[src/rtl/video_timing_gen.sv]
// Raster timing generator: h/v counters, blank/sync, border, frame interrupt and flash
// phase for selectable Pentagon / ZX48 / ZX128 profiles, switched only at frame wrap.
package vtg_pkg;
  localparam int unsigned PW = 12;

  typedef struct packed {
    logic [PW-1:0] hmax, vmax;
    logic [PW-1:0] hbl_on, hbl_off, hs_on, hs_off;
    logic [PW-1:0] vbl_on, vbl_off, vs_on, vs_off;
    logic [PW-1:0] int_v, int_h;
  } prof_t;

  localparam prof_t PROF_PENT = '{hmax: 12'd447, vmax: 12'd319,
    hbl_on: 12'd312, hbl_off: 12'd420, hs_on: 12'd338, hs_off: 12'd370,
    vbl_on: 12'd236, vbl_off: 12'd272, vs_on: 12'd248, vs_off: 12'd256,
    int_v: 12'd239, int_h: 12'd324};
  localparam prof_t PROF_ZX48 = '{hmax: 12'd447, vmax: 12'd311,
    hbl_on: 12'd300, hbl_off: 12'd428, hs_on: 12'd336, hs_off: 12'd368,
    vbl_on: 12'd236, vbl_off: 12'd264, vs_on: 12'd240, vs_off: 12'd244,
    int_v: 12'd248, int_h: 12'd2};
  localparam prof_t PROF_ZX128 = '{hmax: 12'd455, vmax: 12'd310,
    hbl_on: 12'd312, hbl_off: 12'd424, hs_on: 12'd340, hs_off: 12'd372,
    vbl_on: 12'd236, vbl_off: 12'd264, vs_on: 12'd240, vs_off: 12'd244,
    int_v: 12'd248, int_h: 12'd6};
endpackage

module video_timing_gen #(
  parameter int unsigned HBITS      = 9,
  parameter int unsigned VBITS      = 9,
  parameter int unsigned INT_LEN    = 32,
  parameter int unsigned FLASH_BITS = 5,
  parameter int unsigned ACT_W      = 256,
  parameter int unsigned ACT_H      = 192,
  parameter vtg_pkg::prof_t P_PENT  = vtg_pkg::PROF_PENT,
  parameter vtg_pkg::prof_t P_ZX48  = vtg_pkg::PROF_ZX48,
  parameter vtg_pkg::prof_t P_ZX128 = vtg_pkg::PROF_ZX128
) (
  input  logic             clk_sys,
  input  logic             reset,
  input  logic             ce_pix,
  input  logic [1:0]       mode,
  input  logic             int_en,
  output logic [HBITS-1:0] hc,
  output logic [VBITS-1:0] vc,
  output logic             hblank,
  output logic             vblank,
  output logic             hsync,
  output logic             vsync,
  output logic             border,
  output logic             nINT,
  output logic             flash,
  output logic             frame_start,
  output logic [1:0]       mode_act
);
  import vtg_pkg::*;

  localparam int unsigned ICW = 6;

  logic [HBITS-1:0]      r_hc;
  logic [VBITS-1:0]      r_vc;
  logic                  r_hblank, r_vblank, r_hsync, r_vsync;
  logic                  r_nint, r_frame_start;
  logic [ICW-1:0]        r_int_cnt;
  logic [FLASH_BITS-1:0] r_flash_cnt;
  logic [1:0]            r_mode_act;

  prof_t                 w_p;
  logic [PW-1:0]         w_hc_x, w_vc_x;
  logic                  w_hend, w_vend, w_wrap, w_int_hit;

  // Active profile lookup; reserved code 3 behaves as ZX48.
  always_comb begin
    w_p = P_ZX48;
    case (r_mode_act)
      2'd0:    w_p = P_PENT;
      2'd2:    w_p = P_ZX128;
      default: w_p = P_ZX48;
    endcase
  end

  assign w_hc_x    = PW'(r_hc);
  assign w_vc_x    = PW'(r_vc);
  assign w_hend    = (w_hc_x == w_p.hmax);
  assign w_vend    = (w_vc_x == w_p.vmax);
  assign w_wrap    = w_hend & w_vend;
  assign w_int_hit = int_en & (w_vc_x == w_p.int_v) & (w_hc_x == w_p.int_h);

  always_ff @(posedge clk_sys) begin
    if (reset) begin
      r_hc          <= '0;
      r_vc          <= '0;
      r_hblank      <= 1'b1;
      r_vblank      <= 1'b1;
      r_hsync       <= 1'b0;
      r_vsync       <= 1'b0;
      r_nint        <= 1'b1;
      r_int_cnt     <= '0;
      r_flash_cnt   <= '0;
      r_frame_start <= 1'b0;
      r_mode_act    <= mode;
    end else begin
      r_frame_start <= ce_pix & w_wrap;
      if (ce_pix) begin
        r_hc <= w_hend ? '0 : r_hc + HBITS'(1);
        if (w_hend) r_vc <= w_vend ? '0 : r_vc + VBITS'(1);
        if (w_wrap) begin
          r_flash_cnt <= r_flash_cnt + FLASH_BITS'(1);
          r_mode_act  <= mode;
        end

        // On/off compares are against the pre-increment count; "on" has priority.
        if (w_hc_x == w_p.hbl_on)       r_hblank <= 1'b1;
        else if (w_hc_x == w_p.hbl_off) r_hblank <= 1'b0;
        if (w_hc_x == w_p.hs_on)        r_hsync  <= 1'b1;
        else if (w_hc_x == w_p.hs_off)  r_hsync  <= 1'b0;

        if (w_hc_x == w_p.hs_on) begin
          if (w_vc_x == w_p.vbl_on)       r_vblank <= 1'b1;
          else if (w_vc_x == w_p.vbl_off) r_vblank <= 1'b0;
          if (w_vc_x == w_p.vs_on)        r_vsync  <= 1'b1;
          else if (w_vc_x == w_p.vs_off)  r_vsync  <= 1'b0;
        end

        // Interrupt pulse runs to completion and cannot retrigger while low.
        if (!r_nint) begin
          if (r_int_cnt == '0) r_nint    <= 1'b1;
          else                 r_int_cnt <= r_int_cnt - ICW'(1);
        end else if (w_int_hit) begin
          r_nint    <= 1'b0;
          r_int_cnt <= ICW'(INT_LEN - 1);
        end
      end
    end
  end

  assign hc          = r_hc;
  assign vc          = r_vc;
  assign hblank      = r_hblank;
  assign vblank      = r_vblank;
  assign hsync       = r_hsync;
  assign vsync       = r_vsync;
  assign nINT        = r_nint;
  assign flash       = r_flash_cnt[FLASH_BITS-1];
  assign frame_start = r_frame_start;
  assign mode_act    = r_mode_act;
  assign border      = (r_vc >= VBITS'(ACT_H)) | (r_hc >= HBITS'(ACT_W));

endmodule

[config.mk]
export PLATFORM = sky130hd
export DESIGN_NAME = video_timing_gen
export DESIGN_NICKNAME = d
export VERILOG_FILES = /design/src/rtl/video_timing_gen.sv
export SDC_FILE = /design/constraint.sdc
export NUM_CORES = 1
export LEC_CHECK = 0
export BUFFER_PORTS_ARGS = -buffer_cell sky130_fd_sc_hd__buf_2
export CAP_MARGIN = 25
export CORE_ASPECT_RATIO = 0.6
export CORE_MARGIN = 1
export CORE_UTILIZATION = 45
export CTS_CLUSTER_DIAMETER = 100
export DETAILED_ROUTE_END_ITERATION = 10
export PLACE_DENSITY = 0.66
export SYNTH_ARGS = -nofsm -noshare
export SYNTH_HDL_FRONTEND = slang
export SYNTH_SLANG_ARGS = --single-unit
[constraint.sdc]
create_clock -name clk_sys -period 2.9 [get_ports clk_sys]
set_input_delay 0.58 -clock clk_sys [delete_from_list [all_inputs] [get_ports clk_sys]]
set_output_delay 0.58 -clock clk_sys [all_outputs]
set_load 0.01 [all_outputs]
==> results_dict.tcl, run 1 <==
set metrics [dict create \
    outcome "complete, no violations" \
    netlist_area_sq_um 2190 \
    drc 0 \
    cts_resized 0 \
    syn2layout_area_growth_pct 12.3 \
    max_freq_mhz 395 \
    synthMuxAreaShare_pct 1.94 \
    synth-seq-area-share_pct 34.7 \
    power_leakage_nw 0.952 \
    cp-end-kind "register" \
    ys_async_sr_fraction_pct 0 \
    antenna_found_initial 0 \
    dieArea_sq_um 5160 \
    ioPinCount 34 \
    relSlewSlack_pct 65.7 \
    synth.ff_latch_count 37 \
    core_area_sq_um 4640 \
    drtIter0Drc 63 \
    fp-row-count 19 \
    cts_htree_levels 2 \
    grt_max_degree 19 \
    clock_skew_ps 9.61 \
    drv_slew 0 \
    synthCells 259 \
    synth.net_count 272 \
    min_period_ps 2530 \
    synth_common_cells "dfxtp_1, nor2_1, inv_1, nand2_1, nand4_1" \
    cts_max_path_buffers 2 \
    grt_pass1_wl_um 8980 \
    synth_top_family_by_area "simple AND/OR/NAND/NOR gates" \
    wl_per_cell_um 15.3 \
    insertedDiodeCount 0 \
    synthTopCellsByArea "dfxtp_1, nor2_1, ha_1, nand4_1, xnor2_1" \
    min_path_type "input pin to register" \
    fin_nets 300 \
    synthAdderAreaFrac_pct 4.00 \
    finalHoldViolations 0 \
    setup_violations 0 \
    first_pass_iters 4 \
    syn_area_per_cell_sq_um 8.46 \
    synth-simple-area-share_pct 31.5 \
    synthDistinctLibCells 58 \
    drive_gt1_share_pct 18.1 \
    die_w_um 92.1 \
    cap_violations 0 \
    wirelength_um 5350 \
    ir_worst_vdd_uv 168 \
    cts_tree "yes" \
    required_ps 2840 \
    synth_top_flop_cell "dfxtp_1" \
    holdBufCountCts 0 \
    cts.reportedPaths.clkPinSlew_ps 60 \
    cellPowerDensity_nw_per_um2 388 \
    portBuffers 33 \
    ant_nets 0 \
    clock_sinks 37 \
    routabilityCongestion 0.827 \
    worstSetupStartpointType "register" \
    yosysWarnings 0 \
    finish.utilization_pct 53.1 \
    path_class "register to register" \
    cts_setup_buffers 0 \
    die-height_um 56.0 \
    dp_hpwl_um 3810 \
    worst-endpoint-arrival_ps 2470 \
    yosys.area.top_type_share_pct 32.0 \
    initial_core_util_pct 47.3 \
    grt_pass1_vias 1802 \
    synth_enable_flop_cells 2 \
    fin_crit_sh_pct 87.3 \
    tns_ps 0 \
    grt.overflow.total 0 \
    synthXorXnorAreaFrac_pct 7.20 \
    rsz0062_at_grt "false" \
    cts-root-buf "clkbuf_8" \
    track_usage_pct 22.6 \
    clk_latency_ps 290 \
    via_per_inst 5.64 \
    synth-compound-area-share_pct 13.4 \
    crit_fanout 17 \
    yosysTopAreaCell "dfxtp_1" \
    via_count 1974 \
    tightestPinTransition_ps 513 \
    cts_buffers 5 \
    yosysMostFrequentCell "dfxtp_1" \
    final.fill_count 462 \
]
layer usage:
metal	GRT usage, %	wire (um)
met3	4.78	405
met4	7.14	55
met1	33.6	2740
met5	0	0
met2	32.2	2150
layout make-up:
cell class | instances | area (sq um) | area share [%]
multi-input combinational | 187 | 1270 | 51.7
sequential | 37 | 761 | 30.9
timing repair buffer | 36 | 188 | 7.63
clock buffer | 7 | 86.3 | 3.51
tap | 63 | 78.8 | 3.20
inverter | 20 | 75.1 | 3.05
cells by family after synthesis:
kind of cell,count (synthesis)
simple gates,118
flops,37
xor+xnor,18
fa+ha+maj,7
mux,4
buf+inv,35
compound gates,40
layout by cell type, fill, tap and decap left out, types with 2 or more instances in the layout:
master	count
mux2_1	2
nor3_1	8
or3_1	5
nor2b_1	4
o32ai_1	2
mux2i_1	2
edfxtp_1	2
inv_1	19
and4_1	4
xnor2_1	9
nand4_1	13
or4_1	2
nor2_1	32
o21ai_0	8
xor2_1	9
o31ai_1	2
a21oi_1	10
nand3_1	9
buf_4	3
dfxtp_1	35
nor4b_1	2
a211oi_1	2
buf_2	33
clkbuf_8	6
nand2b_1	2
nand2_1	15
nand4b_1	3
and2_1	4
o41ai_1	2
and3_1	2
ha_1	7
o211ai_1	2
nor4_4	2
final timing paths:
check             slack, ps  depth (start not counted)        start     endpoint
hold / removal          470                          1      mode[1]  mode_act[1]
setup reg to reg        370                          4  mode_act[0]  mode_act[0]
setup / recovery        370                          4  mode_act[0]  mode_act[0]
hold reg to reg         480                          2        vsync        vsync
metrics by stage:
| stage | power [mW] | setup slack [ps] | hold slack (ps) | cell area (sq um) | cells |
|---|---|---|---|---|---|
| 2_1_floorplan | 0.581 | 714 | 452 | 2190 | 259 |
| 3_3_place_gp | 0.596 | 541 | 469 | 2370 | 343 |
| 3_5_place_dp | 0.596 | 429 | 471 | 2370 | 343 |
| 4_1_cts | 0.962 | 418 | 461 | 2460 | 350 |
| 5_1_grt | 0.992 | 215 | 457 | 2460 | 350 |
| 6_report | 0.954 | 369 | 468 | 2460 | 350 |
flip-flops by register name, indices dropped and copies added, names as in the netlist, 2 cells and up:
signal and count:
hc 9, mode_act 2, r_flash_cnt 5, r_int_cnt 6
vc 9
where the power goes:
part           internal [mW]  total (mW)  switching, mW
Clock                  0.189       0.369          0.180
Combinational         0.0215      0.0527         0.0312
Sequential             0.518       0.532         0.0144
worst max-delay path, cell delays in order, from the launching register on:
cell       delay (ps)
edfxtp_1          630
and2b_4           270
o2bb2ai_2         340
nand2_1           410
o21ai_2           520
(Power assumes the default switching activity.)
==> run 2, diff against run 1 <==
--- a/config.mk
+++ b/config.mk
@@ -14,3 +14,3 @@
 export DETAILED_ROUTE_END_ITERATION = 10
-export PLACE_DENSITY = 0.66
+export PLACE_DENSITY_LB_ADDON = 0.08
 export SYNTH_ARGS = -nofsm -noshare
==> constraint.sdc (replaced) <==
create_clock -name clk_sys -period 2.9 [get_ports clk_sys]
set_input_delay 0.29 -clock clk_sys [delete_from_list [all_inputs] [get_ports clk_sys]]
set_output_delay 0.29 -clock clk_sys [all_outputs]
set_load 0.01 [all_outputs]
==> run 2 against run 1 <==
- combinational power grew 3%
- cell area shrank 0.92%
- wire length shrank 4.0%
- worst setup slack gained 60 ps
- largest cell class unchanged
- critical path type unchanged
- global-route usage shrank 1.5 points
- clock power shrank 2%
- register-to-register slack gained 60 ps
- worst hold slack lost 290 ps
- critical path depth is the same
- clock skew shrank 7.3 ps
==> results_dict.tcl, run 2 (same netlist as run 1, synthesis figures left out) <==
set metrics [dict create \
    outcome "complete, no violations" \
    fin_area_sq_um 2440 \
    dieArea_sq_um 5160 \
    portBuffers 33 \
    crit_chain "and2b_4 > o2bb2ai_2 > nand2_1 > o21ai_2" \
    ff2ff_path_depth 4 \
    path_delay_family "compound AO/OA/AOI/OAI gates" \
    endpoint "mode_act[1]" \
    wl_per_cell_um 14.8 \
    relSlewSlack_pct 67.4 \
    final_common_cell "dfxtp_1" \
    place_ws_ps 431 \
    drv_slew 0 \
    worstSetupStartpointType "register" \
    drc 0 \
    syn2layout_area_growth_pct 11.3 \
    r2r_end "mode_act[1]" \
    cellPowerDensity_nw_per_um2 389 \
    via_per_inst 5.55 \
    cp_num_cells 4 \
    required_ps 2830 \
    layout_setup_ws_ps 429 \
    cp_slowest_cell "edfxtp_1" \
    fp-row-count 19 \
    clk_latency_ps 280 \
    cts_setup_buffers 0 \
    cts_tree "yes" \
    ant_nets 0 \
    clock_sinks 37 \
    min_period_ps 2470 \
    wirelength_um 5130 \
    max_freq_mhz 405 \
    path_class "register to register" \
    grt_pass1_wl_um 8560 \
    tightestPinTransition_ps 488 \
    clock_skew_ps 2.27 \
    p_comb_share_pct 5.7 \
    ff_latch_area_sq_um 761 \
    tns_ps 0 \
    crit_path_max_incr_delay_ps 620 \
    fin_nets 297 \
    cts_htree_levels 2 \
    setup_violations 0 \
    p_int_mw 0.728 \
    die-height_um 56.0 \
    grt_pass1_vias 1685 \
    first_pass_iters 4 \
    dp_hpwl_um 3730 \
    worst-endpoint-arrival_ps 2400 \
    rsz0062_at_grt "false" \
    finalHoldViolations 0 \
    cts_max_path_buffers 2 \
    p_switching_mw 0.220 \
    antenna_found_initial 0 \
    cts_resized 0 \
    grt.overflow.total 0 \
    multiInputGateArea_sq_um 1270 \
    post_dp_cell_area_sq_um 2350 \
    ioPinCount 34 \
    holdBufCountCts 0 \
    die_w_um 92.1 \
    core_area_sq_um 4640 \
    path_buf_inv 0 \
    ff2ff_setup_slack_ps 430 \
    p_sw_share_pct 23.2 \
    initial_core_util_pct 47.3 \
    cap_violations 0 \
    fin_crit_sh_pct 85.2 \
    grt_max_degree 19 \
    final.fill_count 450 \
    power_leakage_nw 0.935 \
    p_seq_share_pct 56.2 \
    crit_fanout 17 \
    min_path_type "input pin to register" \
    ir_worst_vdd_uv 219 \
    track_usage_pct 21.1 \
    via_count 1925 \
    startpoint "mode_act[0]" \
    cts-root-buf "clkbuf_8" \
    cp-end-kind "register" \
    cts_buffers 5 \
    insertedDiodeCount 0 \
    final_cell_mix "dfxtp_1, buf_2, nor2_1" \
    cts.reportedPaths.clkPinSlew_ps 70 \
    rr_startpoint "mode_act[0]" \
    routabilityCongestion 0.841 \
    p_clk_share_pct 38.1 \
    drtIter0Drc 137 \
    drive_gt1_share_pct 17.3 \
]
[run 2: cell count changes in the layout (fill, tap and decap cells not counted), sizes merged]
cell,change
buf,-3
[run 2: metal layers]
layer | GRT usage [%] | routed length [um]
met4 | 4.46 | 13
met5 | 0 | 0
met3 | 5.60 | 251
met2 | 25.6 | 1980
met1 | 35.1 | 2890
[run 2: cell type report]
type | count | share of cell area (%)
Clock buffer | 7 | 3.54
Inverter | 20 | 3.08
Multi-Input combinational cell | 187 | 52.2
Sequential cell | 37 | 31.2
Tap cell | 63 | 3.23
Timing Repair Buffer | 33 | 6.78
[run 2: how the worst min path moves through the flow]
stage	start	to	cells after the start
detailed placement	vsync	vsync	2
finish	mode[1]	mode_act[1]	1
floorplan	mode[0]	mode_act[0]	0
global placement	vsync	vsync	2
CTS	mode[1]	mode_act[1]	1
global route	mode[1]	mode_act[1]	1
[run 2: power groups by stage]
stage	sequential (mW)	clock, mW	combinational, mW
2_1_floorplan	0.539	0	0.0417
3_3_place_gp	0.543	0	0.0535
3_5_place_dp	0.544	0	0.0542
4_1_cts	0.532	0.377	0.0545
5_1_grt	0.534	0.400	0.0584
6_report	0.533	0.361	0.0541
[run 2: per-stage QoR]
stage | total power [mW] | cells | hold WS [ps] | util [%]
CTS | 0.964 | 347 | 172 | 52.6
global route | 0.993 | 347 | 168 | 52.6
detailed placement | 0.598 | 340 | 461 | 50.7
floorplan | 0.581 | 259 | 389 | -
global placement | 0.597 | 340 | 462 | 50.7
finish | 0.948 | 347 | 180 | 52.6
==> run 3, diff against run 2 <==
Settings changed: GPL_ROUTABILITY_DRIVEN set to 0, RECOVER_POWER set to 25.
==> run 3 against run 2 <==
- first-iteration DRC count rose by 18%
- sequential share of layout area rose by 0.21 points
- global-route usage did not move
- critical endpoint unchanged
- highest routed layer unchanged
==> results_dict.tcl, run 3 (same netlist as run 1, synthesis figures left out) <==
set metrics [dict create \
    final.fill_count 452 \
    power_leakage_nw 0.885 \
    fin_total_pwr_mw 0.947 \
    initial_core_util_pct 47.3 \
    crit_path_max_incr_delay_ps 620 \
    via_per_inst 5.56 \
    die-height_um 56.0 \
    grt_pass1_vias 1685 \
    use_met1_pct 35.1 \
    final_cell_mix "dfxtp_1, nor2_1, buf_2" \
    cp_slowest_cell "edfxtp_1" \
    rsz0062_at_grt "false" \
    via_count 1929 \
    drive_gt1_share_pct 12.7 \
    grt_use_met3_pct 5.60 \
    cellPowerDensity_nw_per_um2 391 \
    worst-endpoint-arrival_ps 2400 \
    track_usage_pct 21.1 \
    wl_per_cell_um 14.8 \
    core_area_sq_um 4640 \
    drtIter0Drc 161 \
    whs_ps 181 \
    fp-row-count 19 \
    min_period_ps 2470 \
    ir_worst_vdd_uv 218 \
    required_ps 2830 \
    clock_skew_ps 2.47 \
    drv_slew 0 \
    max_freq_mhz 405 \
    die_w_um 92.1 \
    finalHoldViolations 0 \
    tightestPinTransition_ps 487 \
    cts_resized 0 \
    insertedDiodeCount 0 \
    clk_latency_ps 280 \
    antenna_found_initial 0 \
    tns_ps 0 \
    outcome "complete, no violations" \
    met2_usage_pct 25.6 \
    dieArea_sq_um 5160 \
    final_common_cell "dfxtp_1" \
    drc 0 \
    crit_fanout 17 \
    wirelength_um 5120 \
    grt.overflow.total 0 \
    worstSetupStartpointType "register" \
    cts_setup_buffers 0 \
    fin_nets 297 \
    min_path_type "input pin to register" \
    grt_pass1_wl_um 8560 \
    portBuffers 33 \
    ant_nets 0 \
    grt_max_degree 19 \
    finish.utilization_pct 52.2 \
    setup_violations 0 \
    fin_area_sq_um 2420 \
    cts-root-buf "clkbuf_8" \
    path_class "register to register" \
    holdBufCountCts 0 \
    crit_chain "and2b_4 > o2bb2ai_2 > nand2_1 > o21ai_2" \
    ioPinCount 34 \
    cts_tree "yes" \
    fin_crit_sh_pct 85.2 \
    first_pass_iters 4 \
    cts_htree_levels 2 \
    busiest_layer "met1" \
    dp_hpwl_um 3730 \
    cap_violations 0 \
    syn2layout_area_growth_pct 10.5 \
    cts.reportedPaths.clkPinSlew_ps 70 \
    relSlewSlack_pct 67.5 \
    cp-end-kind "register" \
    post_dp_cell_area_sq_um 2350 \
    cts_max_path_buffers 2 \
    clock_sinks 37 \
    cts_buffers 5 \
]
run 3: cell types whose count changed in the layout (fill, tap and decap cells not counted):
cell,delta
buf_2,-13
clkbuf_1,+13
run 3: metal layers:
layer	vias to the layer above	share of wire [%]
met5	-	0
met4	0	0.25
met3	2	5.4
met2	48	38
met1	899	56
li1	980	-
run 3: cell type report:
type | instances | area (sq um) | share of cell area [%]
tap | 63 | 78.8 | 3.26
clock buffer | 7 | 86.3 | 3.57
timing repair buffer | 33 | 149 | 6.15
multi-input combinational | 187 | 1270 | 52.5
inverter | 20 | 75.1 | 3.10
sequential | 37 | 761 | 31.4
run 3: final timing paths:
kind | from | endpoint | slack [ps] | cells past startpoint
max reg2reg | mode_act[0] | mode_act[1] | 430 | 4
max | mode_act[0] | mode_act[1] | 430 | 4
min | mode[1] | mode_act[1] | 180 | 1
min reg2reg | vsync | vsync | 470 | 2
run 3: metrics by stage:
step                cells  worst slack [ps]
CTS                   347               423
floorplan             259               714
global placement      340               583
finish                347               429
detailed placement    340               431
global route          347               220
run 3: power breakdown:
group,switching [mW],internal (mW),total [mW]
clock,0.172,0.189,0.361
sequential,0.0151,0.518,0.533
combinational,0.0323,0.0214,0.0536
run 3: critical path: cells and delay by family (launching register included):
kind | cells | cell delay [ps]
DFF | 1 | 620
and+or+nand+nor | 2 | 650
AOI/OAI and AO/OA | 2 | 840
